`config.mk`:
```
export PLATFORM = sky130hd
export DESIGN_NAME = instruction_sequencer
export DESIGN_NICKNAME = d
export VERILOG_FILES = /design/src/rtl/instruction_sequencer.sv
export SDC_FILE = /design/constraint.sdc
export NUM_CORES = 1
export LEC_CHECK = 0
export ABC_AREA = 1
export BUFFER_PORTS_ARGS = -buffer_cell sky130_fd_sc_hd__buf_2
export CAP_MARGIN = 10
export CORE_ASPECT_RATIO = 1.5
export CORE_MARGIN = 1.5
export CORE_UTILIZATION = 55
export CTS_CLUSTER_SIZE = 20
export DETAILED_ROUTE_END_ITERATION = 12
export GPL_ROUTABILITY_DRIVEN = 1
export PLACE_DENSITY = 0.73
export SYNTH_ARGS = -nofsm -noshare
export SYNTH_HDL_FRONTEND = slang
export SYNTH_SLANG_ARGS = --single-unit
```
`constraint.sdc`:
```
create_clock -name clk -period 2.5 [get_ports clk]
set_input_delay 0.375 -clock clk [delete_from_list [all_inputs] [get_ports clk]]
set_output_delay 0.375 -clock clk [all_outputs]
set_load 0.05 [all_outputs]
```
`src/rtl/instruction_sequencer.sv`:
```
// instruction_sequencer: steps through a 16-entry program memory and hands each
// opcode/literal pair to a downstream control unit with a valid/ready handshake.
//
// Ports:
//   clk        rising-edge clock for all state
//   rst_n      synchronous active-low reset (program memory is not cleared)
//   load_en    program memory write enable, ignored while busy
//   load_addr  program memory write index
//   load_data  instruction word: [12:8] opcode, [7:0] literal
//   start      begin execution at index 0 (accepted in IDLE, DONE, ERROR)
//   abort      return to IDLE at the next edge; wins over start and ready
//   ready      downstream accepts the presented opcode
//   address    opcode presented to the control unit
//   literal    operand accompanying the opcode
//   valid      address/literal valid for a handshake
//   busy       high in FETCH and ISSUE
//   done       sticky: program completed (HALT or end of memory)
//   error      sticky: illegal opcode fetched
//   pc         current program index
module instruction_sequencer (
    input  logic        clk,
    input  logic        rst_n,
    input  logic        load_en,
    input  logic [3:0]  load_addr,
    input  logic [12:0] load_data,
    input  logic        start,
    input  logic        abort,
    input  logic        ready,
    output logic [4:0]  address,
    output logic [7:0]  literal,
    output logic        valid,
    output logic        busy,
    output logic        done,
    output logic        error,
    output logic [3:0]  pc
);

    localparam logic [2:0] IDLE  = 3'd0;
    localparam logic [2:0] FETCH = 3'd1;
    localparam logic [2:0] ISSUE = 3'd2;
    localparam logic [2:0] DONE  = 3'd3;
    localparam logic [2:0] ERROR = 3'd4;

    localparam logic [4:0] LAST_LEGAL = 5'b11000;
    localparam logic [4:0] HALT       = 5'b11111;

    logic [12:0] mem [16];
    logic [2:0]  state;
    logic [12:0] word;
    logic [4:0]  opcode;

    assign busy   = (state == FETCH) || (state == ISSUE);
    assign word   = mem[pc];
    assign opcode = word[12:8];

    // Reset takes precedence over a load on the same edge, but never clears
    // the stored program.
    always_ff @(posedge clk) begin
        if (rst_n && load_en && !busy)
            mem[load_addr] <= load_data;
    end

    always_ff @(posedge clk) begin
        if (!rst_n) begin
            state   <= IDLE;
            address <= '0;
            literal <= '0;
            valid   <= 1'b0;
            done    <= 1'b0;
            error   <= 1'b0;
            pc      <= '0;
        end else if (abort) begin
            state <= IDLE;
            valid <= 1'b0;
        end else begin
            case (state)
                FETCH: begin
                    if (opcode <= LAST_LEGAL) begin
                        address <= opcode;
                        literal <= word[7:0];
                        valid   <= 1'b1;
                        state   <= ISSUE;
                    end else if (opcode == HALT) begin
                        done  <= 1'b1;
                        state <= DONE;
                    end else begin
                        // pc stays on the offending index for diagnosis
                        error <= 1'b1;
                        state <= ERROR;
                    end
                end
                ISSUE: begin
                    if (ready) begin
                        valid <= 1'b0;
                        // the last index is an implicit halt; no wrap to 0
                        if (pc == 4'd15) begin
                            done  <= 1'b1;
                            state <= DONE;
                        end else begin
                            pc    <= pc + 4'd1;
                            state <= FETCH;
                        end
                    end
                end
                default: begin
                    if (start) begin
                        pc    <= '0;
                        done  <= 1'b0;
                        error <= 1'b0;
                        state <= FETCH;
                    end
                end
            endcase
        end
    end

endmodule
```
==> results.toml, run 1 <==
[yosys]
synthesis.area_mm2 = 0.00947
syn-instance-count = 820
ys_seq_area_frac = 0.717
synth_cell_types = 27
syn_nets = 844
ys_warn_count = 0
synth_seq_cells = 235
syn_area_per_cell_um2 = 11.5

[clock_tree]
postCtsSetupBuffers = 0
clock_latency_ps = 510
clock_path_buffers = 3
numCtsBuffers = 22
cts_resized = 0
cts_tree = "done"
hold_buffers = 0
htreeDepth = 1
root_buffer = "clkbuf_16"
clk_pin_slew_ps = 60
cts.sinks = 235

[timing]
period_needed_ps = 2310
slew_headroom = 0.579
timing.final.ws_setup_ps = 193
clock.fmax_mhz = 433
skew_ps = 6.85
setup_viol = 0
tns_ps = 0
worst_pin_slew_ps = 628
final_max_slew_viol_count = 0
post-route-period-util = 0.923
hold_viol_final = 0
rsz0062_at_grt = "false"

[worst_setup_path]
cp-start-kind = "register"
crit_type = "register to register"
rrSetupSlack_ps = 190
rr_worst_depth = 7
path_max_fanout = 9
regToRegStartpoint = "state[0]"
worstPathArrival_ps = 2510
required_ps = 2700
cp-end-kind = "register"
reg2reg_to = "mem[3][1]"

[drt]
firstDrtPassIters = 5
drt_iter0_markers = 480
dr_wl_met2_mm = 11.1
ant_nets = 0
vias = 6256
dr_wl_met3_mm = 1.28
viasPerCell = 5.62
wirelength_mm = 21.6
top_layer_used = "met4"
wire_per_inst_um = 19.4
wl_met1_mm = 8.16
drt_drc_violations_left = 0

[layout]
fin_cells = 1113
multi_input_area_mm2 = 0.00223
seqCellArea_mm2 = 0.00679
nets = 913
drive_gt1_frac = 0.142
n_antenna_cell = 0
n_fill_cell = 1317
finalCoreUtilization = 0.645
area_growth_syn_to_layout_pct = 14.7

[grt]
grt_pass1_wl_mm = 33.1
overflow = 0
first_global_vias = 6101
antenna_found_initial = 0
grt_use_total = 0.251
grt_max_degree = 53

[floorplanning]
die_y_um = 164
initial_core_util = 0.562
dieArea_mm2 = 0.0180
io_pins = 44
die_x_um = 110
core_area_mm2 = 0.0168
core.rowCount = 58

[hold_path]
min_to = "state[2]"
whs_path_depth = 4
min_from = "abort"
hp-class = "input pin to register"

[power_and_ir_drop]
power.density_mw_per_mm2 = 780
p_leak_nw = 4.04
finalPower_w = 0.00847
peakVddDrop_uv = 595

[placement]
io_buffer_count = 43
hpwlAfterDp_mm = 13.5
place_congestion = 0.860
post-place-ws_ps = 227
place_inst = 1075

[status]
status = "finished, final reports clean"

[run]
drv_cap = 0
==> worst max path at each step <==
stage,to,slack [ps],cells after the start,from
after floorplan,mem[10][0],210,7,state[1]
after global placement,mem[3][7],250,7,state[0]
after detailed placement,mem[3][1],230,8,state[1]
after CTS,mem[3][5],200,8,state[1]
after global routing,mem[3][12],20,8,state[1]
final,mem[3][1],190,7,state[0]
==> kinds of logic (layout without fill, tap and decap cells) <==
kind of cell               after synthesis  after routing  synth area share
buffers and inverters                  102            185            0.0480
and+or+nand+nor                        325            325             0.139
adders and majority gates                1              1           0.00132
AOI/OAI and AO/OA                      157            157            0.0950
DFF                                    235            235             0.717
==> worst max-delay path, stage by stage, from the launching register on <==
cell	delay [ps]
dfxtp_1	360
nor2_1	60
nand2_1	170
nand2_1	130
nor2_1	260
nand3_1	220
nor2_1	480
buf_4	330
==> layout make-up <==
| type | instances | share of cell area |
|---|---|---|
| clock buffer | 26 | 0.0540 |
| clock inverter | 12 | 0.0167 |
| multi-input combinational | 483 | 0.205 |
| tap | 210 | 0.0242 |
| inverter | 59 | 0.0206 |
| timing repair buffer | 88 | 0.0544 |
| sequential | 235 | 0.625 |
==> synthesized netlist by cell type, drive strengths merged <==
master	n	area share
nand2	104	0.043
edfxtp	208	0.66
buf	24	0.017
inv	58	0.023
o21ai	108	0.057
clkbuf	19	0.0075
o22ai	12	0.0079
o21bai	3	0.0024
nor3b	1	0.00079
a21oi	7	0.0037
nor3	3	0.0016
or3	1	0.00066
clkinv	1	0.00040
dfxtp	27	0.057
ha	1	0.0013
o211ai	6	0.0048
nor2	158	0.063
nand3	58	0.031
o221ai	20	0.019
a31oi	1	0.00066
==> cells in the final DEF, fill, tap and decap left out, drive strengths merged <==
master and count:
a21oi 7, a31oi 1, buf 88, bufinv 5, clkbuf 26, clkinv 8, dfxtp 27, edfxtp 208
ha 1, inv 58, nand2 104, nand3 58, nor2 158, nor3 3, nor3b 1, o211ai 6
o21ai 108, o21bai 3, o221ai 20, o22ai 12, or3 1
==> sequential cells by signal (all words and copies together), names as in the netlist, named ones only <==
register	count
address	5
done	1
error	1
literal	8
mem	208
pc	4
state	3
valid	1
==> report_power, final <==
part           switching [W]  internal [W]
Combinational       0.000424      0.000165
Sequential         0.0000234       0.00431
Clock                0.00136       0.00218
==> routing by layer <==
metal  vias up  GRT usage
li1       3009          -
met1      2958      0.310
met3        62     0.0349
met2       227      0.428
met5         -          0
met4         0      0.126
==> per-stage QoR <==
stage / hold slack, ps / cell area [um2]
2_1_floorplan: 440 / 9470
3_3_place_gp: 433 / 10100
3_5_place_dp: 443 / 10100
4_1_cts: 201 / 10900
5_1_grt: 231 / 10900
6_report: 212 / 10900
(Power assumes the default switching activity.)
==> inputs of run 2 (changes only) <==
--- a/config.mk
+++ b/config.mk
@@ -11,6 +11,7 @@
 export CORE_ASPECT_RATIO = 1.5
 export CORE_MARGIN = 1.5
 export CORE_UTILIZATION = 55
+export CTS_BUF_LIST = sky130_fd_sc_hd__clkbuf_8
 export CTS_CLUSTER_SIZE = 20
 export DETAILED_ROUTE_END_ITERATION = 12
 export GPL_ROUTABILITY_DRIVEN = 1
==> results.toml, run 2 (synthesis results as in run 1) <==
[power_and_ir_drop]
internal_power_w = 0.00594
peakVddDrop_uv = 465
p_leak_nw = 4.04
clock_power_share = 0.368
power.density_mw_per_mm2 = 725
netSwitchingFraction = 0.237
p_switching_w = 0.00185
sequentialPowerShare = 0.556
comb_power_share = 0.075

[drt]
drt_drc_violations_left = 0
ant_nets = 0
wirelength_mm = 21.7
wire_per_inst_um = 19.0
vias = 6334
drt_iter0_markers = 481
viasPerCell = 5.56
firstDrtPassIters = 5

[timing]
timing.final.ws_setup_ps = 163
final_max_slew_viol_count = 0
setup_viol = 0
tns_ps = 0
post-route-period-util = 0.935
worst_pin_slew_ps = 616
slew_headroom = 0.587
skew_ps = 18.2
clock.fmax_mhz = 428
rsz0062_at_grt = "false"
hold_viol_final = 0
hold_ws_ps = 213
period_needed_ps = 2340

[worst_setup_path]
reg2reg_to = "mem[3][12]"
rrSetupSlack_ps = 160
rr_worst_depth = 7
crit_type = "register to register"
path_max_fanout = 9
required_ps = 2700
crit_start = "state[0]"
cp-end-kind = "register"
cp-start-kind = "register"
regToRegStartpoint = "state[0]"
worst_path_largest_cell_delay_ps = 490
crit_cells = 7
cp_common_cell = "nor2_1"
cpMaxStageDelayCell = "nor2_1"
path_delay_family = "simple AND/OR/NAND/NOR gates"
crit_path_cell_trace = "nor2_1 -> nand2_1 -> nand2_1 -> nor2_1 -> nand3_1 -> nor2_1 -> buf_4"
worstPathArrival_ps = 2530
critPathBufInv = 1
endpoint = "mem[3][12]"

[layout]
finalCoreUtilization = 0.638
final_cell_mix = "edfxtp_1, nor2_1, nand2_1, o21ai_0, inv_1"
area_growth_syn_to_layout_pct = 13.5
reg.largest.list = "mem: 208 flops, literal: 8 flops, address: 5 flops"
final_common_cell = "edfxtp_1"
drive_gt1_frac = 0.151
multi_input_area_mm2 = 0.00223
largest_register = "mem"
n_antenna_cell = 0
n_fill_cell = 1346
largest_reg_flops = 208
seqCellArea_mm2 = 0.00679
nets = 927

[grt]
grt_pass1_wl_mm = 33.3
grt_max_degree = 53
first_global_vias = 6163
overflow = 0
grt_use_total = 0.252
gr-max-usage-layer = "met2"
grt.met2_usage = 0.432
grtUsageMet3 = 0.0377
use_met1 = 0.314
antenna_found_initial = 0

[floorplanning]
initial_core_util = 0.562
die_y_um = 164
core_area_mm2 = 0.0168
die_x_um = 110
core.rowCount = 58
dieArea_mm2 = 0.0180
io_pins = 44

[hold_path]
hp-class = "input pin to register"
whs_path_depth = 4

[clock_tree]
numCtsBuffers = 36
htreeDepth = 2
clock_latency_ps = 510
clock_path_buffers = 3
postCtsSetupBuffers = 0
hold_buffers = 0
cts_resized = 0
cts_tree = "done"
clk_pin_slew_ps = 60
cts.sinks = 235
root_buffer = "clkbuf_8"

[placement]
hpwlAfterDp_mm = 13.5
post-place-ws_ps = 227
place_congestion = 0.860
io_buffer_count = 43

[run]
drv_cap = 0

[status]
status = "finished, final reports clean"
-- run 2: changes by cell type in the layout (fill, tap and decap cells not counted), sizes merged --
| cell | delta |
|---|---|
| inv | +13 |
| clkinv | +1 |
| clkbuf | +14 |
| clkinvlp | +3 |
| bufinv | -5 |
-- run 2: worst min path at each step --
stage	start	endpoint	slack, ps
5_1_grt	abort	state[0]	220
4_1_cts	abort	state[2]	190
6_report	abort	state[2]	210
3_5_place_dp	done	done	440
2_1_floorplan	state[2]	state[2]	440
3_3_place_gp	done	done	430
-- run 2: stage by stage --
step / power, W / area, um2 / std cells
2_1_floorplan: 0.00480 / 9470 / 820
3_3_place_gp: 0.00499 / 10100 / 1075
3_5_place_dp: 0.00500 / 10100 / 1075
4_1_cts: 0.00783 / 10700 / 1139
5_1_grt: 0.00807 / 10700 / 1139
6_report: 0.00779 / 10700 / 1139
-- run 2: final cells by class --
cell class,instances,share of cell area
timing repair buffer,88,0.0549
sequential,235,0.632
multi-input combinational,483,0.207
tap,210,0.0244
clock buffer,40,0.0512
inverter,59,0.0208
clock inverter,24,0.00955
-- run 2: worst reg2reg max path, cell delays in order (launching register included) --
cell     delay (ps)
dfxtp_1         360
nor2_1           60
nand2_1         170
nand2_1         130
nor2_1          250
nand3_1         220
nor2_1          490
buf_4           330
-- run 2: layer usage --
metal  wire (um)  share of wire
met2       11300           0.52
met1        8180           0.38
met4         808          0.037
met3        1380          0.064
met5           0              0
-- run 2: power by group through the flow --
stage               clock network, W  logic [W]  registers, W
floorplan                          0   0.000343       0.00446
global placement                   0   0.000575       0.00442
detailed placement                 0   0.000585       0.00442
CTS                          0.00291   0.000588       0.00433
global route                 0.00308   0.000649       0.00434
finish                       0.00287   0.000588       0.00433
